## config.mk

```make
export PLATFORM = sky130hd
export DESIGN_NAME = data_sram_bridge
export DESIGN_NICKNAME = d
export VERILOG_FILES = /design/src/rtl/data_sram_bridge.sv
export SDC_FILE = /design/constraint.sdc
export NUM_CORES = 1
export LEC_CHECK = 0
export BUFFER_PORTS_ARGS = -buffer_cell sky130_fd_sc_hd__buf_2
export CAP_MARGIN = 20
export CORE_ASPECT_RATIO = 0.75
export CORE_MARGIN = 2
export CORE_UTILIZATION = 30
export DETAILED_ROUTE_END_ITERATION = 10
export GPL_TIMING_DRIVEN = 0
export PLACE_DENSITY_LB_ADDON = 0.2
export SLEW_MARGIN = 25
export SYNTH_ARGS = -nofsm -noshare
export SYNTH_HDL_FRONTEND = slang
export SYNTH_SLANG_ARGS = --single-unit
```

## constraint.sdc

```tcl
create_clock -name clk -period 1.5 [get_ports clk]
set_input_delay 0.075 -clock clk [delete_from_list [all_inputs] [get_ports clk]]
set_output_delay 0.075 -clock clk [all_outputs]
set_load 0.1 [all_outputs]
```

## src/rtl/data_sram_bridge.sv

```systemverilog
// Bridge between the MEM stage's single-cycle memory request and the
// SRAM-like data bus with addr_ok/data_ok handshake. It stalls the pipeline
// until the access completes and tolerates a flush at any point.
module data_sram_bridge #(
  parameter int unsigned ADDR_WIDTH = 32,
  parameter int unsigned DATA_WIDTH = 32
) (
  input  logic                      clk,
  input  logic                      rst,
  input  logic                      mem_ce_i,
  input  logic                      mem_we_i,
  input  logic [ADDR_WIDTH-1:0]     mem_addr_i,
  input  logic [DATA_WIDTH/8-1:0]   mem_sel_i,
  input  logic [DATA_WIDTH-1:0]     mem_wdata_i,
  input  logic                      flush_i,
  output logic                      stall_req_o,
  output logic [DATA_WIDTH-1:0]     rdata_o,
  output logic                      rdata_valid_o,
  output logic                      data_req_o,
  output logic                      data_wr_o,
  output logic [DATA_WIDTH/8-1:0]   data_wstrb_o,
  output logic [ADDR_WIDTH-1:0]     data_addr_o,
  output logic [DATA_WIDTH-1:0]     data_wdata_o,
  input  logic                      data_addr_ok_i,
  input  logic                      data_data_ok_i,
  input  logic [DATA_WIDTH-1:0]     data_rdata_i
);

  localparam int unsigned STRB_WIDTH = DATA_WIDTH / 8;

  typedef enum logic [2:0] {
    S_IDLE = 3'd0,
    S_REQ  = 3'd1,
    S_WAIT = 3'd2,
    S_DONE = 3'd3,
    S_DROP = 3'd4
  } state_t;

  state_t state, state_nxt;

  // Request attributes come straight from MEM; they stay stable while stalled.
  assign data_addr_o  = mem_addr_i;
  assign data_wdata_o = mem_wdata_i;
  assign data_wr_o    = mem_we_i;
  assign data_wstrb_o = mem_we_i ? mem_sel_i : STRB_WIDTH'(0);

  // State register.
  always_ff @(posedge clk) begin
    if (rst) begin
      state <= S_IDLE;
    end else begin
      state <= state_nxt;
    end
  end

  // Next-state, bus request and stall generation.
  always_comb begin
    state_nxt   = state;
    data_req_o  = 1'b0;
    stall_req_o = 1'b0;
    case (state)
      S_IDLE: begin
        if (mem_ce_i && !flush_i) begin
          data_req_o  = 1'b1;
          stall_req_o = 1'b1;
          state_nxt   = data_addr_ok_i ? S_WAIT : S_REQ;
        end
      end
      S_REQ: begin
        if (flush_i) begin
          state_nxt = S_IDLE;
        end else begin
          data_req_o  = 1'b1;
          stall_req_o = 1'b1;
          if (data_addr_ok_i) begin
            state_nxt = S_WAIT;
          end
        end
      end
      S_WAIT: begin
        stall_req_o = 1'b1;
        if (data_data_ok_i) begin
          state_nxt = flush_i ? S_IDLE : S_DONE;
        end else if (flush_i) begin
          state_nxt = S_DROP;
        end
      end
      S_DONE: begin
        // Pipeline advances on this edge; never re-issue the same access.
        state_nxt = S_IDLE;
      end
      S_DROP: begin
        // Already-accepted access must drain before anything new is issued.
        stall_req_o = 1'b1;
        if (data_data_ok_i) begin
          state_nxt = S_IDLE;
        end
      end
      default: begin
        state_nxt = S_IDLE;
      end
    endcase
  end

  // Load data capture and valid flag; valid coincides with the DONE state.
  always_ff @(posedge clk) begin
    if (rst) begin
      rdata_o       <= '0;
      rdata_valid_o <= 1'b0;
    end else begin
      rdata_valid_o <= (state_nxt == S_DONE);
      if (state == S_WAIT && data_data_ok_i && !flush_i && !mem_we_i) begin
        rdata_o <= data_rdata_i;
      end
    end
  end

endmodule

```

==> results of run 1 <==
## cell usage after synthesis (all sizes together)
cell	count
nand2	3
buf	70
nor4	2
o21a	1
nand2b	64
and2	4
dfxtp	36
or4b	1
clkbuf	7
o21bai	2
nor2	4
xnor2	1
nor4b	1
a21oi	2
or4	1
mux2i	32
o211ai	1
mux2	1
a211oi	1
## cell families after synthesis
kind of cell,count (synthesis),synth area share
xor gates and xnor gates,1,0.00400
DFF,36,0.329
buffers and inverters,77,0.259
AOI/OAI and AO/OA,7,0.0217
and+or+nand+nor,80,0.234
muxes,33,0.152
## metal layers
layer	wire length, um	part of all wire	up-vias	global-route usage
met4	19	0.0035	0	0.0280
met2	2620	0.49	82	0.216
met1	2280	0.43	827	0.167
met5	0	0	-	0
li1	-	-	990	-
met3	438	0.082	4	0.0414
## worst register-to-register path, stage by stage, from the launching register on
cell and delay, ns:
sky130_fd_sc_hd__dfxtp_1 0.32, sky130_fd_sc_hd__buf_6 0.14, sky130_fd_sc_hd__nand2_4 0.06, sky130_fd_sc_hd__nor4b_4 0.27, sky130_fd_sc_hd__buf_6 0.17, sky130_fd_sc_hd__buf_6 0.18
sky130_fd_sc_hd__mux2i_1 0.20
## repair_timing
action                                  CTS  global route
gates resized for setup                   3             5
hold buffers                              1             0
setup buffers                             1             0
endpoints found under the setup margin   32            24
hold endpoints to repair                  1             0
gates cloned                              0             0
pin swaps                                 1             0
## report_power, final
group | internal [mW] | switching, mW
clock network | 0.375 | 0.324
logic | 0.290 | 0.921
registers | 0.963 | 0.00381
## area by class of cell
cell class / count / area [um^2]
sequential: 36 / 722
tap: 98 / 123
buffer: 77 / 574
multi-input combinational: 121 / 937
timing repair buffer: 147 / 764
fill: 709 / 3720
clock buffer: 8 / 90.1
## path summary, 6_finish.rpt
check	startpoint	end	slack, ns	cells after the start
hold / removal	data_rdata_i[13]	rdata_o[13]	0.05	3
hold reg to reg	rdata_o[23]	rdata_o[23]	0.47	2
setup / recovery	state[1]	rdata_o[8]	0.09	6
setup reg to reg	state[1]	rdata_o[8]	0.09	6
## flip-flops by register name, indices dropped and copies added (netlist names)
signal	count
rdata_o	32
state	3
rdata_valid_o	1
## stage by stage
stage / setup WS [ns] / instances / util / power [mW]
3_5_place_dp: -0.0653 / 477 / 0.444 / 2.19
5_1_grt: -0.0142 / 487 / 0.463 / 3.01
4_1_cts: 0.0466 / 487 / 0.461 / 2.91
6_report: 0.0852 / 487 / 0.463 / 2.88
2_1_floorplan: -0.564 / 234 / - / 2.02
3_3_place_gp: -0.0902 / 477 / 0.444 / 2.19
## cells in the final DEF (no fill, tap or decap), types with 2 or more instances in the layout
cell type | Yosys | routed
sky130_fd_sc_hd__nand2_1 | 2 | 2
sky130_fd_sc_hd__buf_4 | 66 | 66
sky130_fd_sc_hd__buf_6 | 4 | 5
sky130_fd_sc_hd__and2_1 | 4 | 4
sky130_fd_sc_hd__nor2_1 | 4 | 2
sky130_fd_sc_hd__nand2b_1 | 64 | 64
sky130_fd_sc_hd__clkbuf_8 | 0 | 6
sky130_fd_sc_hd__clkbuf_1 | 7 | 9
sky130_fd_sc_hd__buf_2 | 0 | 143
sky130_fd_sc_hd__mux2i_1 | 32 | 32
sky130_fd_sc_hd__dfxtp_1 | 36 | 35
sky130_fd_sc_hd__a21oi_1 | 2 | 2
==> metrics.yaml, run 1 <==
fmaxAchievable_mhz: 707
slew_headroom: 0.672
syn_avg_cell_area_um2: 9.35
place.gp.congestion: 0.690
yosysUniqueCellTypes: 21
setup-violations-final: 0
path_cells: "buf_6 > nand2_4 > nor4b_4 > buf_6 > buf_6 > mux2i_1"
design.core.area_um2: 6930
cts-root-to-sink-buffers: 2
dpl_cell_area_um2: 3080
cts_made_buffers: 5
clock_edge_transition_at_the_registers_on_the_reported_setup_and_hold_paths_ns: 0.07
syn_area_um2: 2190
end_kind: "register"
postSynthNetCount: 341
unrepaired_setup_endpoints_after_global_routing: "true"
total_drc_errors_in_the_routed_layout: 0
antenna_found_initial: 0
crit_type: "reg2reg"
routed-via-count: 1903
hpwlAfterDp_mm: 4.30
cp_slowest_cell: "sky130_fd_sc_hd__dfxtp_1"
detail_route.iter0.violations: 18
fin_area_um2: 3210
floorplan.die_area_um2: 8000
synth_instances: 234
timing.critical_path.required_ns: 1.71
ioPinCount: 211
die_h_um: 78.0
post_synth_main_area_contributors: "sky130_fd_sc_hd__dfxtp_1, sky130_fd_sc_hd__buf_4, sky130_fd_sc_hd__nand2b_1"
fraction_of_final_layout_cells_with_drive_strength_greater_than_1: 0.591
max_slew.worst_pin.slew_ns: 0.495
grt_pass1_wl_mm: 8.37
critical-path-top-delay-family: "buffers and inverters"
pins_over_their_slew_limit: 0
hold_ws_ns: 0.0487
cellPowerDensity_nw_per_um2: 896
die_w_um: 103
hold_viol: 0
start_util: 0.316
cts_num_sinks: 36
synthDominantCellAreaShare: 0.329
postSynthRegisterBits: 36
yosys_warnings: 0
row_count: 26
crit_top_cell: "sky130_fd_sc_hd__buf_6"
max-vdd-ir-drop_mv: 0.384
max-cap-violations: 0
finish.net_count: 495
setup.worst_path.start_class: "register"
outcome: "finished, final reports clean"
cts_tree: "built"
final_critical_path_time_including_i_o_delays_and_setup_ns: 1.41
slowest_delay_ns: 0.32
grt_max_degree: 11
crit_buf_inv: 3
wire_per_inst_um: 11.0
n_antenna_cell: 0
areaGrowthSynthToFinish_pct: 46.7
io_buffer_count: 145
critPathArrivalTime_ns: 1.63
power.leakage_nw: 1.57
post-route-period-util: 0.943
ys_seq_area_frac: 0.329
drt-vias-per-instance: 3.91
globalRouteTotalUtil: 0.131
fin_tns_setup_ns: 0
clock_root_cell: "sky130_fd_sc_hd__clkbuf_8"
holdCritPathClass: "in2reg"
postRouteWirelength_mm: 5.35
cts_htree_levels: 2
crit_fanout: 10
timing.clock.skew_ns: 0.00577
number_of_global_route_vias_before_repair: 1806
worstSkewPairLatency_ns: 0.28
synthDominantAreaCellType: "sky130_fd_sc_hd__dfxtp_1"
drt_pass1_iterations: 4
grt-ovfl-total: 0
routed_antenna_nets: 0
Note: power is estimated with default switching activity, not from simulation.
==> inputs of run 2 (changes only) <==
Settings changed: CELL_PAD_IN_SITES_DETAIL_PLACEMENT from default to 0, CELL_PAD_IN_SITES_GLOBAL_PLACEMENT from default to 1, CORE_UTILIZATION 30 to 24.
==> run 2 against run 1 <==
Sequential share of layout area fell by 0.46 points. Combinational power barely moved. Non-clock buffer count grew 1. Global-route usage down 2.5 points.
==> metrics.yaml, run 2 (synthesis gave the netlist of run 1 again) <==
finalPower_mw: 3.11  # +8.1%
place.detailed.instances: 491  # +2.9%
hpwlAfterDp_mm: 4.45  # +3.5%
cts-root-to-sink-buffers: 2  # unchanged
power.leakage_nw: 1.60  # +1.6%
end_kind: "output pin"
clock_root_cell: "sky130_fd_sc_hd__clkbuf_16"
post-route-period-util: 0.939  # -0.00384
globalRouteTotalUtil: 0.106  # -0.0252
setup.worst_path.start_class: "register"
max-cap-violations: 0  # unchanged
routed-via-count: 1897  # -0.32%
hold_ws_ns: 0.0135  # -0.0351 ns
drt-vias-per-instance: 3.80  # -2.7%
total_drc_errors_in_the_routed_layout: 0  # unchanged
max_slew.worst_pin.slew_ns: 0.495  # +0.000188 ns
timing.clock.skew_ns: 0.00436  # -0.00141 ns
grt_pass1_wl_mm: 8.40  # +0.42%
multi_input_comb_area_um2: 935  # -0.27%
detail_route.iter0.violations: 22  # +4
pins_over_their_slew_limit: 0  # unchanged
final_cell_mix: "sky130_fd_sc_hd__buf_2, sky130_fd_sc_hd__buf_4, sky130_fd_sc_hd__nand2b_1"
timing.critical_path.required_ns: 1.42  # -0.29 ns
layout_top_registers: "rdata_o x32, state x3, rdata_valid_o x1"
max-vdd-ir-drop_mv: 0.391  # +1.8%
critPathArrivalTime_ns: 1.33  # -0.30 ns
crit_type: "reg2out"
drt_pass1_iterations: 4  # unchanged
fin_tns_setup_ns: 0  # unchanged
cts_num_sinks: 36  # unchanged
areaGrowthSynthToFinish_pct: 49.8
die_h_um: 86.7  # +11%
postRouteWirelength_mm: 5.49  # +2.6%
setup-violations-final: 0  # unchanged
finish.net_count: 496  # +0.20%
slew_headroom: 0.672  # about the same
commonest_non_fill_non_tap_cell_in_the_layout: "sky130_fd_sc_hd__buf_2"
cts_made_buffers: 5  # unchanged
largest_register_ffs: 32  # unchanged
design.core.area_um2: 8970  # +29%
wire_per_inst_um: 11.0  # +0.17%
holdCritPathClass: "in2reg"
clock_edge_transition_at_the_registers_on_the_reported_setup_and_hold_paths_ns: 0.05  # -0.02 ns
die_w_um: 114  # +11%
antenna_found_initial: 0  # unchanged
grt_max_degree: 11  # unchanged
cts_htree_levels: 2  # unchanged
crit_fanout: 9  # -1
final_critical_path_time_including_i_o_delays_and_setup_ns: 1.41  # -0.00576 ns
start_util: 0.244  # -0.0719
io_buffer_count: 145  # unchanged
num-fill-cells: 951  # +34%
register_area_um2: 722  # unchanged
cellPowerDensity_nw_per_um2: 949  # +5.9%
hold_viol: 0  # unchanged
place.gp.congestion: 0.682  # -1.1%
postLayoutCoreUtil: 0.365  # -0.0979
n_antenna_cell: 0  # unchanged
number_of_global_route_vias_before_repair: 1758  # -2.7%
fraction_of_final_layout_cells_with_drive_strength_greater_than_1: 0.594  # +0.00306
postCtsHoldBufs: 0  # -1
routed_antenna_nets: 0  # unchanged
largest_register: "rdata_o"
floorplan.die_area_um2: 9910  # +24%
row_count: 30  # +15%
ioPinCount: 211  # unchanged
unrepaired_setup_endpoints_after_global_routing: "true"
fmaxAchievable_mhz: 710  # +0.41%
final_cell_count_no_fill: 499  # +2.5%
worstSkewPairLatency_ns: 0.27  # about the same
grt-ovfl-total: 0  # unchanged
outcome: "finished, final reports clean"
cts_tree: "built"
[run 2: cell count changes in the layout (fill, tap and decap cells not counted), moves of 2 or more]
cell	before	now
sky130_fd_sc_hd__clkbuf_8	6	0
sky130_fd_sc_hd__clkbuf_16	0	5
sky130_fd_sc_hd__buf_4	66	68
sky130_fd_sc_hd__buf_6	5	3
sky130_fd_sc_hd__clkbuf_1	9	7
[run 2: routing by layer]
metal / up-vias / global-route usage / wire length (um) / share of wire
met5: - / 0 / 0 / 0
met2: 80 / 0.177 / 2650 / 0.48
met3: 2 / 0.0357 / 422 / 0.077
li1: 989 / - / - / -
met1: 826 / 0.135 / 2410 / 0.44
met4: 0 / 0.0166 / 9 / 0.0016
[run 2: power by group]
group          switching, mW  internal, mW
combinational          0.922         0.286
clock                  0.347         0.586
sequential           0.00384         0.964
total                   1.27          1.84
[run 2: what timing repair did]
action                                  in CTS  in global routing
endpoints found under the hold margin        0                  0
endpoints found under the setup margin      32                 22
setup buffers                                2                  1
resized for setup                            3                  7
[run 2: stage by stage]
step / setup slack, ns / cell area, um^2
floorplan: -0.564 / 2230
global placement: -0.0900 / 3090
detailed placement: -0.100 / 3090
CTS: 0.0457 / 3240
global route: 0.000273 / 3280
finish: 0.0910 / 3280
[run 2: cell type report]
class	count	share of cell area
Tap cell	112	0.0427
Multi-Input combinational cell	121	0.285
Buffer	77	0.181
Timing Repair Buffer	148	0.233
Clock buffer	5	0.0382
Sequential cell	36	0.220
[run 2: worst paths after layout]
kind / start / to / slack [ns] / cells past startpoint
worst min-delay path: data_data_ok_i / state[2] / 0.01 / 2
worst max register to register: state[1] / rdata_o[20] / 0.10 / 6
worst max-delay path: state[0] / stall_req_o / 0.09 / 5
worst min register to register: rdata_o[17] / rdata_o[17] / 0.47 / 2
[run 2: critical path, cell delays in order, from the launching register on]
cell                       delay (ns)
sky130_fd_sc_hd__dfxtp_1         0.33
sky130_fd_sc_hd__buf_6           0.16
sky130_fd_sc_hd__nor2_4          0.05
sky130_fd_sc_hd__nor4_4          0.14
sky130_fd_sc_hd__o21bai_4        0.17
sky130_fd_sc_hd__buf_8           0.21
